[src/rtl/trigger_pkg.sv]
// trigger_pkg: shared encodings, FSM state type and clogb2 for the trigger front end
package trigger_pkg;
    localparam logic [1:0] EXEC_INIT = 2'b00;
    localparam logic [1:0] EXEC_TRG  = 2'b11;
    typedef enum logic [1:0] {IDLE, ACCUM, FLUSH, DONE} state_t;
    function automatic int clogb2(input int n);
        int r;
        r = 0;
        for (int i = 0; i < 31; i++) r = ((1 << i) < n) ? i + 1 : r;
        return r;
    endfunction
endpackage

[src/rtl/lane_sum_tree.sv]
// lane_sum_tree: registers an accepted beat, then registers the extended sum of its lanes
module lane_sum_tree
    import trigger_pkg::*;
#(
    parameter int LANES                = 8,
    parameter int ADC_RESOLUTION_WIDTH = 12,
    parameter int SAMPLE_WIDTH         = 16,
    parameter int SIGNED_SAMPLES       = 1,
    localparam int SUM_W = ADC_RESOLUTION_WIDTH + clogb2(LANES)
) (
    input  logic                          clk,
    input  logic                          rst_n,
    input  logic [LANES*SAMPLE_WIDTH-1:0] tdata_i,
    input  logic                          valid_i,
    output logic [SUM_W-1:0]              sum_o,
    output logic                          sum_valid_o,
    output logic                          pending_o
);
    localparam int W = ADC_RESOLUTION_WIDTH;
    logic [LANES*SAMPLE_WIDTH-1:0] data_q;
    logic                          valid_q, sum_valid_q;
    logic [SUM_W-1:0]              sum_d, sum_q;
    logic [W-1:0]                  lane;
    always_comb begin
        sum_d = '0;
        lane  = '0;
        for (int i = 0; i < LANES; i++) begin
            lane  = data_q[SAMPLE_WIDTH*i +: W];
            sum_d = sum_d + {{(SUM_W-W){SIGNED_SAMPLES != 0 && lane[W-1]}}, lane};
        end
    end
    always_ff @(posedge clk) begin
        if (!rst_n) begin
            data_q      <= '0;
            valid_q     <= 1'b0;
            sum_q       <= '0;
            sum_valid_q <= 1'b0;
        end else begin
            data_q      <= tdata_i;
            valid_q     <= valid_i;
            sum_q       <= sum_d;
            sum_valid_q <= valid_q;
        end
    end
    assign sum_o       = sum_q;
    assign sum_valid_o = sum_valid_q;
    assign pending_o   = valid_q | sum_valid_q;
endmodule

[src/rtl/baseline_tracker.sv]
// baseline_tracker: exact power-of-two window average of ADC lanes with saturated trigger threshold
module baseline_tracker
    import trigger_pkg::*;
#(
    parameter int ADC_RESOLUTION_WIDTH = 12,
    parameter int SAMPLE_WIDTH         = 16,
    parameter int S_AXIS_TDATA_WIDTH   = 128,
    parameter int LOG2_CALC_BEATS      = 10,
    parameter int THRESHOLD_OFFSET     = 410,
    parameter int SIGNED_SAMPLES       = 1
) (
    input  logic                            AXIS_ACLK,
    input  logic                            AXIS_ARESETN,
    input  logic [1:0]                      EXEC_STATE,
    input  logic                            RECALC,
    input  logic [S_AXIS_TDATA_WIDTH-1:0]   S_AXIS_TDATA,
    input  logic                            S_AXIS_TVALID,
    output logic [ADC_RESOLUTION_WIDTH-1:0] O_BASELINE,
    output logic [ADC_RESOLUTION_WIDTH-1:0] O_THRESHOLD,
    output logic                            O_CALC_COMPLETE,
    output logic                            O_BASELINE_UPDATE,
    output logic                            O_BUSY
);
    localparam int W       = ADC_RESOLUTION_WIDTH;
    localparam int LANES   = S_AXIS_TDATA_WIDTH / SAMPLE_WIDTH;
    localparam int SUM_W   = W + clogb2(LANES);
    localparam int ACC_W   = SUM_W + LOG2_CALC_BEATS;
    localparam int CNT_W   = LOG2_CALC_BEATS + 1;
    localparam int THR_MAX = SIGNED_SAMPLES != 0 ? (1 << (W - 1)) - 1 : (1 << W) - 1;
    localparam logic [CNT_W-1:0] LAST_CNT = CNT_W'((1 << LOG2_CALC_BEATS) - 1);
    state_t            state_q, state_d;
    logic [CNT_W-1:0]  cnt_q, cnt_d;
    logic [ACC_W-1:0]  acc_q, acc_d, sum_ext;
    logic [W-1:0]      base_q, base_d, thr_q, thr_d, result;
    logic              upd_q, cmp_q, cmp_d;
    logic [SUM_W-1:0]  sum;
    logic              sum_valid, pending, init, accept, start, latch;
    logic signed [31:0] res_ext, thr_wide;
    lane_sum_tree #(
        .LANES(LANES), .ADC_RESOLUTION_WIDTH(W),
        .SAMPLE_WIDTH(SAMPLE_WIDTH), .SIGNED_SAMPLES(SIGNED_SAMPLES)
    ) u_sum (
        .clk(AXIS_ACLK), .rst_n(AXIS_ARESETN), .tdata_i(S_AXIS_TDATA), .valid_i(accept),
        .sum_o(sum), .sum_valid_o(sum_valid), .pending_o(pending)
    );
    assign init   = EXEC_STATE == EXEC_INIT;
    assign accept = state_q == ACCUM && init && S_AXIS_TVALID;
    always_ff @(posedge AXIS_ACLK) begin
        if (!AXIS_ARESETN) state_q <= IDLE;
        else               state_q <= state_d;
    end
    always_comb begin
        state_d = state_q;
        case (state_q)
            IDLE:    state_d = init ? ACCUM : IDLE;
            ACCUM:   state_d = !init ? IDLE : (accept && cnt_q == LAST_CNT) ? FLUSH : ACCUM;
            FLUSH:   state_d = pending ? FLUSH : DONE;
            DONE:    state_d = (init && RECALC) ? ACCUM : DONE;
            default: state_d = IDLE;
        endcase
    end
    always_comb begin
        start  = state_d == ACCUM && state_q != ACCUM;
        latch  = state_q == FLUSH && state_d == DONE;
        O_BUSY = state_q inside {ACCUM, FLUSH};
    end
    // The top W bits of the accumulator are the shift by log2(LANES)+LOG2_CALC_BEATS: floor when signed.
    assign sum_ext  = {{LOG2_CALC_BEATS{SIGNED_SAMPLES != 0 && sum[SUM_W-1]}}, sum};
    assign result   = acc_q[ACC_W-1 -: W];
    assign res_ext  = SIGNED_SAMPLES != 0 ? {{(32-W){result[W-1]}}, result} : {{(32-W){1'b0}}, result};
    assign thr_wide = res_ext + THRESHOLD_OFFSET;
    always_comb begin
        cnt_d  = start ? '0 : accept ? cnt_q + CNT_W'(1) : cnt_q;
        acc_d  = start ? '0 : sum_valid ? acc_q + sum_ext : acc_q;
        base_d = latch ? result : base_q;
        thr_d  = !latch ? thr_q : (thr_wide > THR_MAX) ? W'(THR_MAX) : thr_wide[W-1:0];
        cmp_d  = cmp_q | latch;
    end
    always_ff @(posedge AXIS_ACLK) begin
        if (!AXIS_ARESETN) begin
            cnt_q  <= '0;
            acc_q  <= '0;
            base_q <= '0;
            thr_q  <= '0;
            upd_q  <= 1'b0;
            cmp_q  <= 1'b0;
        end else begin
            cnt_q  <= cnt_d;
            acc_q  <= acc_d;
            base_q <= base_d;
            thr_q  <= thr_d;
            upd_q  <= latch;
            cmp_q  <= cmp_d;
        end
    end
    assign O_BASELINE        = base_q;
    assign O_THRESHOLD       = thr_q;
    assign O_BASELINE_UPDATE = upd_q;
    assign O_CALC_COMPLETE   = cmp_q;
endmodule
[config.mk]
export PLATFORM = sky130hd
export DESIGN_NAME = baseline_tracker
export DESIGN_NICKNAME = d
export VERILOG_FILES = /design/src/rtl/trigger_pkg.sv /design/src/rtl/lane_sum_tree.sv /design/src/rtl/baseline_tracker.sv
export SDC_FILE = /design/constraint.sdc
export NUM_CORES = 1
export LEC_CHECK = 0
export ABC_AREA = 1
export BUFFER_PORTS_ARGS = -buffer_cell sky130_fd_sc_hd__buf_2
export CORE_MARGIN = 1.5
export CORE_UTILIZATION = 30
export CTS_BUF_LIST = sky130_fd_sc_hd__clkbuf_16
export DETAILED_ROUTE_END_ITERATION = 12
export PLACE_DENSITY = 0.46
export RECOVER_POWER = 100
export SYNTH_ARGS = -nofsm -noshare
export SYNTH_HDL_FRONTEND = slang
export SYNTH_SLANG_ARGS = --single-unit
[constraint.sdc]
create_clock -name AXIS_ACLK -period 13.6 [get_ports AXIS_ACLK]
set_clock_uncertainty 0.05 [all_clocks]
set_input_delay 1.36 -clock AXIS_ACLK [delete_from_list [all_inputs] [get_ports AXIS_ACLK]]
set_output_delay 1.36 -clock AXIS_ACLK [all_outputs]
set_load 0.005 [all_outputs]
==> results of run 1 <==
[Yosys cell counts (4+ instances only)]
master,number,share of area [%]
dfxtp_1,177,36
o211ai_1,4,0.30
o21bai_1,5,0.38
inv_1,276,10
ha_1,56,7.0
buf_6,6,0.68
nand2_1,296,11
nor3_1,10,0.50
xor2_1,22,1.9
xnor2_1,9,0.79
nand3_1,39,2.0
nand4_1,7,0.44
or2_2,5,0.31
o21ai_0,59,3.0
nor2_1,100,3.8
fa_1,67,13
a21oi_1,102,5.1
o21a_1,4,0.30
clkbuf_1,18,0.68
[worst min-delay path: stages, from the launching register on]
cell and delay [ns]:
dfxtp_1 0.31, nand2_1 0.05, inv_1 0.03
[cell type report]
class                           count  share of cell area, %
Sequential cell                   177                  30.59
Clock buffer                       17                  3.672
Tap cell                          442                  4.774
Timing Repair Buffer              130                  5.368
Inverter                          279                  9.040
Multi-Input combinational cell    810                  44.96
Clock inverter                     15                  1.598
[metrics by stage]
| step | total power [W] | hold WS (ns) | area [µm²] | cells | setup slack [ns] |
|---|---|---|---|---|---|
| 5_1_grt | 0.001869 | 0.4026 | 11580 | 1870 | 7.212 |
| 3_5_place_dp | 0.001229 | 0.3720 | 11020 | 1838 | 8.135 |
| 4_1_cts | 0.001744 | 0.3826 | 11630 | 1870 | 8.110 |
| 6_report | 0.001714 | 0.3797 | 11580 | 1870 | 7.940 |
| 2_1_floorplan | 0.001081 | 0.3571 | 9977 | 1296 | 8.704 |
| 3_3_place_gp | 0.001223 | 0.3600 | 11020 | 1838 | 8.139 |
[registers in the layout, indices dropped and copies added (netlist names)]
name / count
acc_q: 25
state_q: 2
u_sum.data_q: 96
O_BASELINE_UPDATE: 1
O_THRESHOLD: 12
cnt_q: 11
u_sum.sum_o: 15
u_sum.valid_q: 1
u_sum.sum_valid_o: 1
O_BASELINE: 12
O_CALC_COMPLETE: 1
[report_power, final]
part	leakage, nW	total (W)	internal [W]	switching, W
registers	1.46	0.000575	0.000556	0.0000195
clock network	0.298	0.000507	0.000292	0.000215
logic	4.35	0.000631	0.000249	0.000382
total	6.11	0.00171	0.00110	0.000617
[worst min-delay path by stage]
stage                        from           endpoint  slack, ns
floorplan           u_sum.valid_q  u_sum.sum_valid_o       0.36
global placement    u_sum.valid_q  u_sum.sum_valid_o       0.36
detailed placement  u_sum.valid_q  u_sum.sum_valid_o       0.37
CTS                 u_sum.valid_q  u_sum.sum_valid_o       0.38
global route        u_sum.valid_q  u_sum.sum_valid_o       0.40
finish              u_sum.valid_q  u_sum.sum_valid_o       0.38
[layer usage]
metal  routed length, µm  vias to the layer above  share of wire, %  track usage (%)
met5                   0                        -                 0                0
met4                 304                        0               1.4            4.260
met3                 688                       21               3.2            2.399
met2               10300                      134                48            23.13
met1               10210                     3504                48            16.83
li1                    -                     4190                 -                -
[cells by family after synthesis]
| family | after synthesis |
|---|---|
| flops | 177 |
| compound gates | 186 |
| buf+inv | 309 |
| fa+ha+maj | 123 |
| xor+xnor | 31 |
| simple gates | 470 |
==> results.ini, run 1 <==
[place]
dpl.hpwl_mm=17.04
gp_congestion=0.8600
port_buffers=128

[floorplan]
die_area_um2=34360
initial_core_util_pct=30.59
rows=66
fp.dieW_um=185.4
core_um2=32620
die_height_um=185.4
ios=161

[worst_setup_path]
cp_num_buf_inv=2
cp_top_family=buffers and inverters
critical_path_class=in2reg
critPathMaxFanout=83
start_kind=input port
crit_path_start=AXIS_ARESETN
cp_cell_sequence=clkbuf_1 -> clkbuf_1 -> o21ai_0 -> a21oi_1
endpoint=u_sum.sum_o[9]
required_ns=13.90
crit_arrival_ns=5.96
timing.rr.end=u_sum.sum_o[12]
crit_top_cell=clkbuf_1
worst-path-stages=4
reg2reg_from=u_sum.data_q[1]
crit_path_end_kind=flop
critPathSlowestCell=clkbuf_1
worst-r2r-cell-count=25
cpPeakStageDelay_ns=2.34
r2r_slack_ns=8.04

[finish]
area_growth_pct=16.12
layout_commonest_cell=nand2_1
diodes=0
seq_area_um2=3543
fill_cells=3505
fin_util_pct=35.52
multi_input_area_um2=5209
nets=1672
drive_gt1_share_pct=10.50
mostFrequentLayoutCells=nand2_1, inv_1, dfxtp_1

[clock_tree]
post_cts_resize_count=0
cts_root_buf=clkbuf_16
post_cts_buffers=0
ctsHoldBuffers=0
cts_buffers=17
cts_sinks=177
cts_tree=yes
htree_levels=4
clockBufferDepth=2
clock_latency_ns=0.43
clk_pin_slew_ns=0.07

[synthesis]
synth_area_um2=9977
synth_nets=1553
avgSynthCellArea_um2=7.698
yosys_warnings=0
synth-simple-area-share_pct=19.19
muxShareOfSynthArea_pct=0
syn_inst=1296
synth-seq-cells=177
synth_compound_area_share_pct=9.895
synth-xor-area-share_pct=2.721
yosysSeqAreaShare_pct=35.52
synth_edf_count=0
synthFlopType=dfxtp_1
synthArstFlopShare_pct=0
synth_top_family_by_area=adder cells
synth-adder-area-share_pct=20.47
ys_types=38

[sta]
min_period_ns=5.660
setup_tns_ns=0
setup_viol=0
timing.slew.headroom_pct=-110.8
rsz0062_at_grt=false
fmax_ghz=0.1767
period_share_pct=41.62
tightest_slew_ns=3.162
finalHoldViolCount=0
maxSlewViolCount=138

[detailed_routing]
num_vias=7849
vias_per_cell=4.197
drtAntennaViolNets=0
drc=0
first_pass_iters=5
drtIter0Drc=359
wl_per_cell_um=11.50
wl_mm=21.50

[grt]
grt_pass1_vias=7789
grt_use_total_pct=13.39
grt_max_degree=84
grt-ovfl-total=0
antenna_found_initial=0
grt_pass1_wl_mm=36.37

[hold_path]
hold_path_class=reg2reg
hold_depth=2

[job]
drv_cap=2

[outcome]
status=finished, violations left
violations=max-capacitance violations, max-slew violations

[power_and_ir_drop]
ir_worst_vdd_mv=0.07977
power.density_nw_per_um2=148.0
p_leak_nw=6.105

Note: power is estimated with default switching activity, not from simulation.
==> inputs of run 2 (changes only) <==
ABC_AREA = 0   (was 1)
clock period = 5.55 ns   (was 13.6 ns; I/O delays follow)
==> run 2 against run 1 <==
The flow still finishes with violations (max-capacitance violations, max-slew violations). Total power rose to 2.7 times the previous value. Design area is 0.35% higher. Critical path depth increased by 19. Utilization rose by 1.1 points. Hold slack worse by 0.11 ns. Flip-flop and latch count unchanged. Clock power rose by 130%. Largest power group unchanged. Area after synthesis decreased by 2.7%. Sequential power increased by 150%. Die area fell by 2.6%. Cell count is 17% lower. Combinational power rose to 3.2 times the previous value.
==> results.ini, run 2 <==
[outcome]
status=finished, violations left
violations=max-capacitance violations, max-slew violations

[synthesis]
synth_nets=1272
yosysMostFrequentCell=dfxtp_1
ys_top_cells_by_count=dfxtp_1, and2_1, inv_1
synth_area_um2=9709
avgSynthCellArea_um2=9.566
synth_top_area_cell=dfxtp_1
synthFlopType=dfxtp_1
ys_types=60
yosysSeqAreaShare_pct=36.49
synth-seq-cells=177
yosys.area.top_type_share_pct=36.49
yosys_warnings=0
synth_edf_count=0
syn_inst=1015
synth_area_leaders=dfxtp_1, fa_1, ha_1
synthArstFlopShare_pct=0

[finish]
top_register=u_sum.data_q
fill_cells=3317
nets=1403
multi_input_area_um2=5817
seq_area_um2=3546
final_cells=1561
diodes=0
layout_commonest_cell=dfxtp_1
mostFrequentLayoutCells=dfxtp_1, buf_2, inv_1
area_growth_pct=19.73
finalInstanceArea_um2=11620
fin_util_pct=36.65
largest_register_ffs=96
drive_gt1_share_pct=18.72

[clock_tree]
htree_levels=4
ctsHoldBuffers=0
cts_buffers=17
clockBufferDepth=2
cts_sinks=177
cts_root_buf=clkbuf_16
clock_latency_ns=0.43
clk_pin_slew_ns=0.08
cts_tree=yes

[floorplan]
core_um2=31720
ios=161
initial_core_util_pct=30.61
die_height_um=182.9
rows=65
fp.dieW_um=182.9
die_area_um2=33450

[place]
dp_cells=1527
port_buffers=128
gp_congestion=0.7977
dpl.hpwl_mm=15.16
dpl_cell_area_um2=10840

[worst_setup_path]
crit_path_end_kind=flop
critPathSlowestCell=fa_1
start_kind=flop
critPathMaxFanout=4
critical_path_class=reg2reg
required_ns=5.82
crit_arrival_ns=5.51
cp_num_buf_inv=5
cpPeakStageDelay_ns=0.54
cp_cell_sequence=inv_1 -> fa_1 -> inv_1 -> ha_1 -> buf_4 -> a21o_1 -> a21oi_1 -> o21ai_1 -> a21oi_1 -> xnor2_1 -> fa_1 -> inv_1 -> fa_1 -> fa_1 -> inv_1 -> ha_1 -> or3_4 -> o21ai_2 -> o31ai_2 -> a21oi_2 -> o21ai_1 -> xor2_1 -> and2_1
cp_top_family=adder cells

[detailed_routing]
wl_mm=20.00
drc=0
drtIter0Drc=247
num_vias=6948
drtAntennaViolNets=0
vias_per_cell=4.451
wl_per_cell_um=12.81
first_pass_iters=4

[power_and_ir_drop]
ir_worst_vdd_mv=0.2375
power_frac_clock_pct=25.6
internal-power_w=0.003026
power.density_nw_per_um2=397.0
combPwrFrac_pct=43.8
p_sw_w=0.001590
power_w=0.004615
swShare_pct=34.44
p_leak_nw=5.117
seqPwrFrac_pct=30.6

[grt]
grt_use_total_pct=12.25
antenna_found_initial=0
grt_pass1_wl_mm=32.84
grt_pass1_vias=6840
grt-ovfl-total=0
grt_max_degree=121

[sta]
period_share_pct=94.44
timing.slew.headroom_pct=-13.03
holdWs_ns=0.2733
min_period_ns=5.242
fmax_ghz=0.1908
finalHoldViolCount=0
maxSlewViolCount=37
setup_viol=0
tightest_slew_ns=1.695

[job]
drv_cap=1

[hold_path]
hold_path_class=in2reg

## run 2: cell count changes after synthesis, sizes merged, moves of 12 or more
| cell | change |
|---|---|
| nand2 | -229 |
| xnor2 | +23 |
| and2 | +110 |
| inv | -170 |
| a21oi | -67 |
| nand3 | -36 |
| o21ai | -18 |
| o21a | +12 |
| nor2 | -42 |
| mux2i | +14 |
| a21boi | +15 |
## run 2: through the flow
stage / worst slack (ns) / TNS [ns]
3_3_place_gp: -0.09134 / -0.09981
3_5_place_dp: -0.1197 / -0.2101
6_report: 0.3084 / 0
4_1_cts: 0.005075 / 0
5_1_grt: -0.001213 / -0.001213
2_1_floorplan: 0.2544 / 0
## run 2: cells by family after synthesis
logic type / count (synthesis) / share of synthesized area (%)
multiplexers: 16 / 1.675
AO/OA/AOI/OAI: 179 / 12.45
buffers and inverters: 145 / 5.722
XOR/XNOR: 52 / 4.691
AND/OR/NAND/NOR: 323 / 17.94
flip-flops: 177 / 36.49
adder cells (fa/ha/maj): 123 / 21.03
## run 2: worst paths after layout
kind | cells after the start | startpoint | end | slack [ns]
setup / recovery | 23 | u_sum.data_q[33] | u_sum.sum_o[13] | 0.31
hold / removal | 2 | S_AXIS_TDATA[112] | u_sum.data_q[112] | 0.27
setup reg to reg | 23 | u_sum.data_q[33] | u_sum.sum_o[13] | 0.31
hold reg to reg | 1 | u_sum.valid_q | u_sum.sum_valid_o | 0.41
## run 2: power groups by stage
stage	Sequential (W)	Clock (W)	Combinational (W)
4_1_cts	0.00141	0.00123	0.00174
3_3_place_gp	0.00144	0	0.00170
5_1_grt	0.00142	0.00128	0.00230
6_report	0.00141	0.00118	0.00202
3_5_place_dp	0.00144	0	0.00172
2_1_floorplan	0.00143	0	0.00127
## run 2: final cells by class
cell class / instances / share of cell area [%]
clock buffer: 17 / 3.659
clock inverter: 15 / 1.324
inverter: 109 / 3.520
multi-input combinational: 693 / 50.04
sequential: 177 / 30.50
tap: 402 / 4.327
timing repair buffer: 148 / 6.630
## run 2: layer usage
metal | share of wire (%) | vias to the layer above | track usage [%]
met5 | 0 | - | 0
met4 | 1.5 | 0 | 4.197
met1 | 51 | 3233 | 16.76
li1 | - | 3598 | -
met2 | 45 | 104 | 19.30
met3 | 2.9 | 13 | 2.403
## run 2: worst reg2reg max path, delay by kind of cell, from the launching register on
family | cells | cell delay (ns)
AO/OA/AOI/OAI | 8 | 1.07
buffers and inverters | 5 | 0.30
AND/OR/NAND/NOR | 2 | 0.56
flip-flops | 1 | 0.31
adder cells (fa/ha/maj) | 6 | 2.58
XOR/XNOR | 2 | 0.26
## run 2: what timing repair did
| action | in CTS | in global routing |
|---|---|---|
| resized for setup | 4 | 53 |
| buffers inserted | 0 | 3 |
| setup endpoints to repair | 4 | 6 |
| pin swaps | 0 | 40 |
==> inputs of run 3 (changes only) <==
ABC_AREA = 1   (was 0)
==> run 3 against run 2 <==
The run still ends with max-capacitance violations, max-slew violations left. Combinational power fell by 22%. Maximum frequency is 0.31% higher. Total power decreased by 10%. Hold slack got worse by 0.026 ns. Count of clock-buffer cells in the layout unchanged. Via count increased by 13%. Critical path depth increased by 2. Largest cell class unchanged. Utilization shrank 1.2 points. Clock power about the same.
==> results.ini, run 3 (synthesis gave the netlist of run 1 again) <==
[floorplan]
die_area_um2=34360
rows=66
core_um2=32620
fp.dieW_um=185.4
ios=161
initial_core_util_pct=30.59
die_height_um=185.4

[clock_tree]
htree_levels=4
clock_latency_ns=0.44
post_cts_buffers=0
clockBufferDepth=2
ctsHoldBuffers=0
clk_pin_slew_ns=0.07
cts_buffers=17
cts_root_buf=clkbuf_16
post_cts_resize_count=0
cts_sinks=177
cts_tree=yes

[finish]
diodes=0
layout_commonest_cell=nand2_1
fill_cells=3496
drive_gt1_share_pct=10.49
area_growth_pct=15.80
top_register=u_sum.data_q
mostFrequentLayoutCells=nand2_1, inv_1, dfxtp_1
finalInstanceArea_um2=11550
largest_register_ffs=96
nets=1674

[detailed_routing]
drc=0
wl_per_cell_um=11.52
wl_mm=21.56
vias_per_cell=4.211
drtIter0Drc=342
drtAntennaViolNets=0
num_vias=7883
first_pass_iters=5

[worst_setup_path]
crit_arrival_ns=5.54
required_ns=5.86
crit_path_start=u_sum.data_q[1]
worst-path-stages=25
critical_path_class=reg2reg
reg2reg_from=u_sum.data_q[1]
start_kind=flop
crit_top_cell=inv_1
cp_num_buf_inv=8
critPathSlowestCell=fa_1
critPathMaxFanout=5
worst-r2r-cell-count=25
timing.rr.end=u_sum.sum_o[11]
crit_path_end_kind=flop
r2r_slack_ns=0.32
cp_top_family=adder cells
cpPeakStageDelay_ns=0.54
endpoint=u_sum.sum_o[11]

[sta]
setup_viol=0
rsz0062_at_grt=false
min_period_ns=5.225
tightest_slew_ns=2.917
timing.slew.headroom_pct=-94.44
period_share_pct=94.15
maxSlewViolCount=75
fmax_ghz=0.1914
worst_slack_ns=0.3245
setup_tns_ns=0
finalHoldViolCount=0

[grt]
grt_pass1_wl_mm=36.09
grt-ovfl-total=0
grt_pass1_vias=7705
grt_use_total_pct=13.37
grt_max_degree=75
antenna_found_initial=0

[place]
port_buffers=128
gp_congestion=0.8457
dpl_cell_area_um2=11030
dpl.hpwl_mm=16.97
dp_slack_ns=0.1575

[power_and_ir_drop]
p_leak_nw=6.100
ir_worst_vdd_mv=0.1999
power.density_nw_per_um2=357.8

[outcome]
violations=max-capacitance violations, max-slew violations
status=finished, violations left

[hold_path]
hold_path_class=in2reg

[job]
drv_cap=1

[run 3: changes by cell type in the layout (fill, tap and decap cells not counted), moves of 21 or more]
| cell | delta |
|---|---|
| nor2_1 | +41 |
| inv_1 | +174 |
| xnor2_1 | -21 |
| and2_1 | -88 |
| nand3_1 | +36 |
| o21ai_0 | +22 |
| and2_0 | -22 |
| a21oi_1 | +71 |
| nand2_1 | +232 |
[run 3: worst min path at each step]
stage / start / to / slack, ns / cells after the start
after floorplan: u_sum.valid_q / u_sum.sum_valid_o / 0.36 / 2
after global placement: u_sum.valid_q / u_sum.sum_valid_o / 0.36 / 2
after detailed placement: u_sum.valid_q / u_sum.sum_valid_o / 0.37 / 2
after CTS: S_AXIS_TDATA[23] / u_sum.data_q[23] / 0.23 / 3
after global routing: S_AXIS_TDATA[81] / u_sum.data_q[81] / 0.23 / 3
final: S_AXIS_TDATA[48] / u_sum.data_q[48] / 0.25 / 3
[run 3: area by class of cell]
type | instances | area [µm²] | share of cell area (%)
Tap cell | 442 | 553.0 | 4.787
Inverter | 279 | 1047 | 9.064
Clock inverter | 15 | 132.6 | 1.148
Timing Repair Buffer | 132 | 640.6 | 5.545
Sequential cell | 177 | 3543 | 30.67
Multi-Input combinational cell | 810 | 5211 | 45.10
Clock buffer | 17 | 425.4 | 3.682
[run 3: stage by stage]
stage	power [W]	util (%)	std cells	hold WS (ns)
after floorplan	0.002650	-	1296	0.3571
after global placement	0.002993	33.82	1840	0.3635
after detailed placement	0.003002	33.82	1840	0.3693
after CTS	0.004181	35.53	1872	0.2307
after global routing	0.004523	35.42	1872	0.2272
final	0.004134	35.42	1872	0.2470
[run 3: worst register-to-register path, delay by kind of cell (launching register included)]
family	cells	cell delay, ns
AO/OA/AOI/OAI	8	1.32
XOR/XNOR	1	0.14
adder cells (fa/ha/maj)	7	2.78
buffers and inverters	8	0.49
flip-flops	1	0.31
AND/OR/NAND/NOR	1	0.08
[run 3: routing by layer]
| metal | vias up | track usage, % | routed length (µm) |
|---|---|---|---|
| met5 | - | 0 | 0 |
| met4 | 0 | 4.943 | 365 |
| met3 | 26 | 2.418 | 720 |
| met2 | 143 | 22.61 | 10240 |
| met1 | 3525 | 16.91 | 10240 |
| li1 | 4189 | - | - |
[run 3: where the power goes]
group	internal (W)	total (W)	switching, W
Sequential	0.00136	0.00141	0.0000464
Clock	0.000623	0.00115	0.000528
Combinational	0.000629	0.00157	0.000946
Total	0.00261	0.00413	0.00152
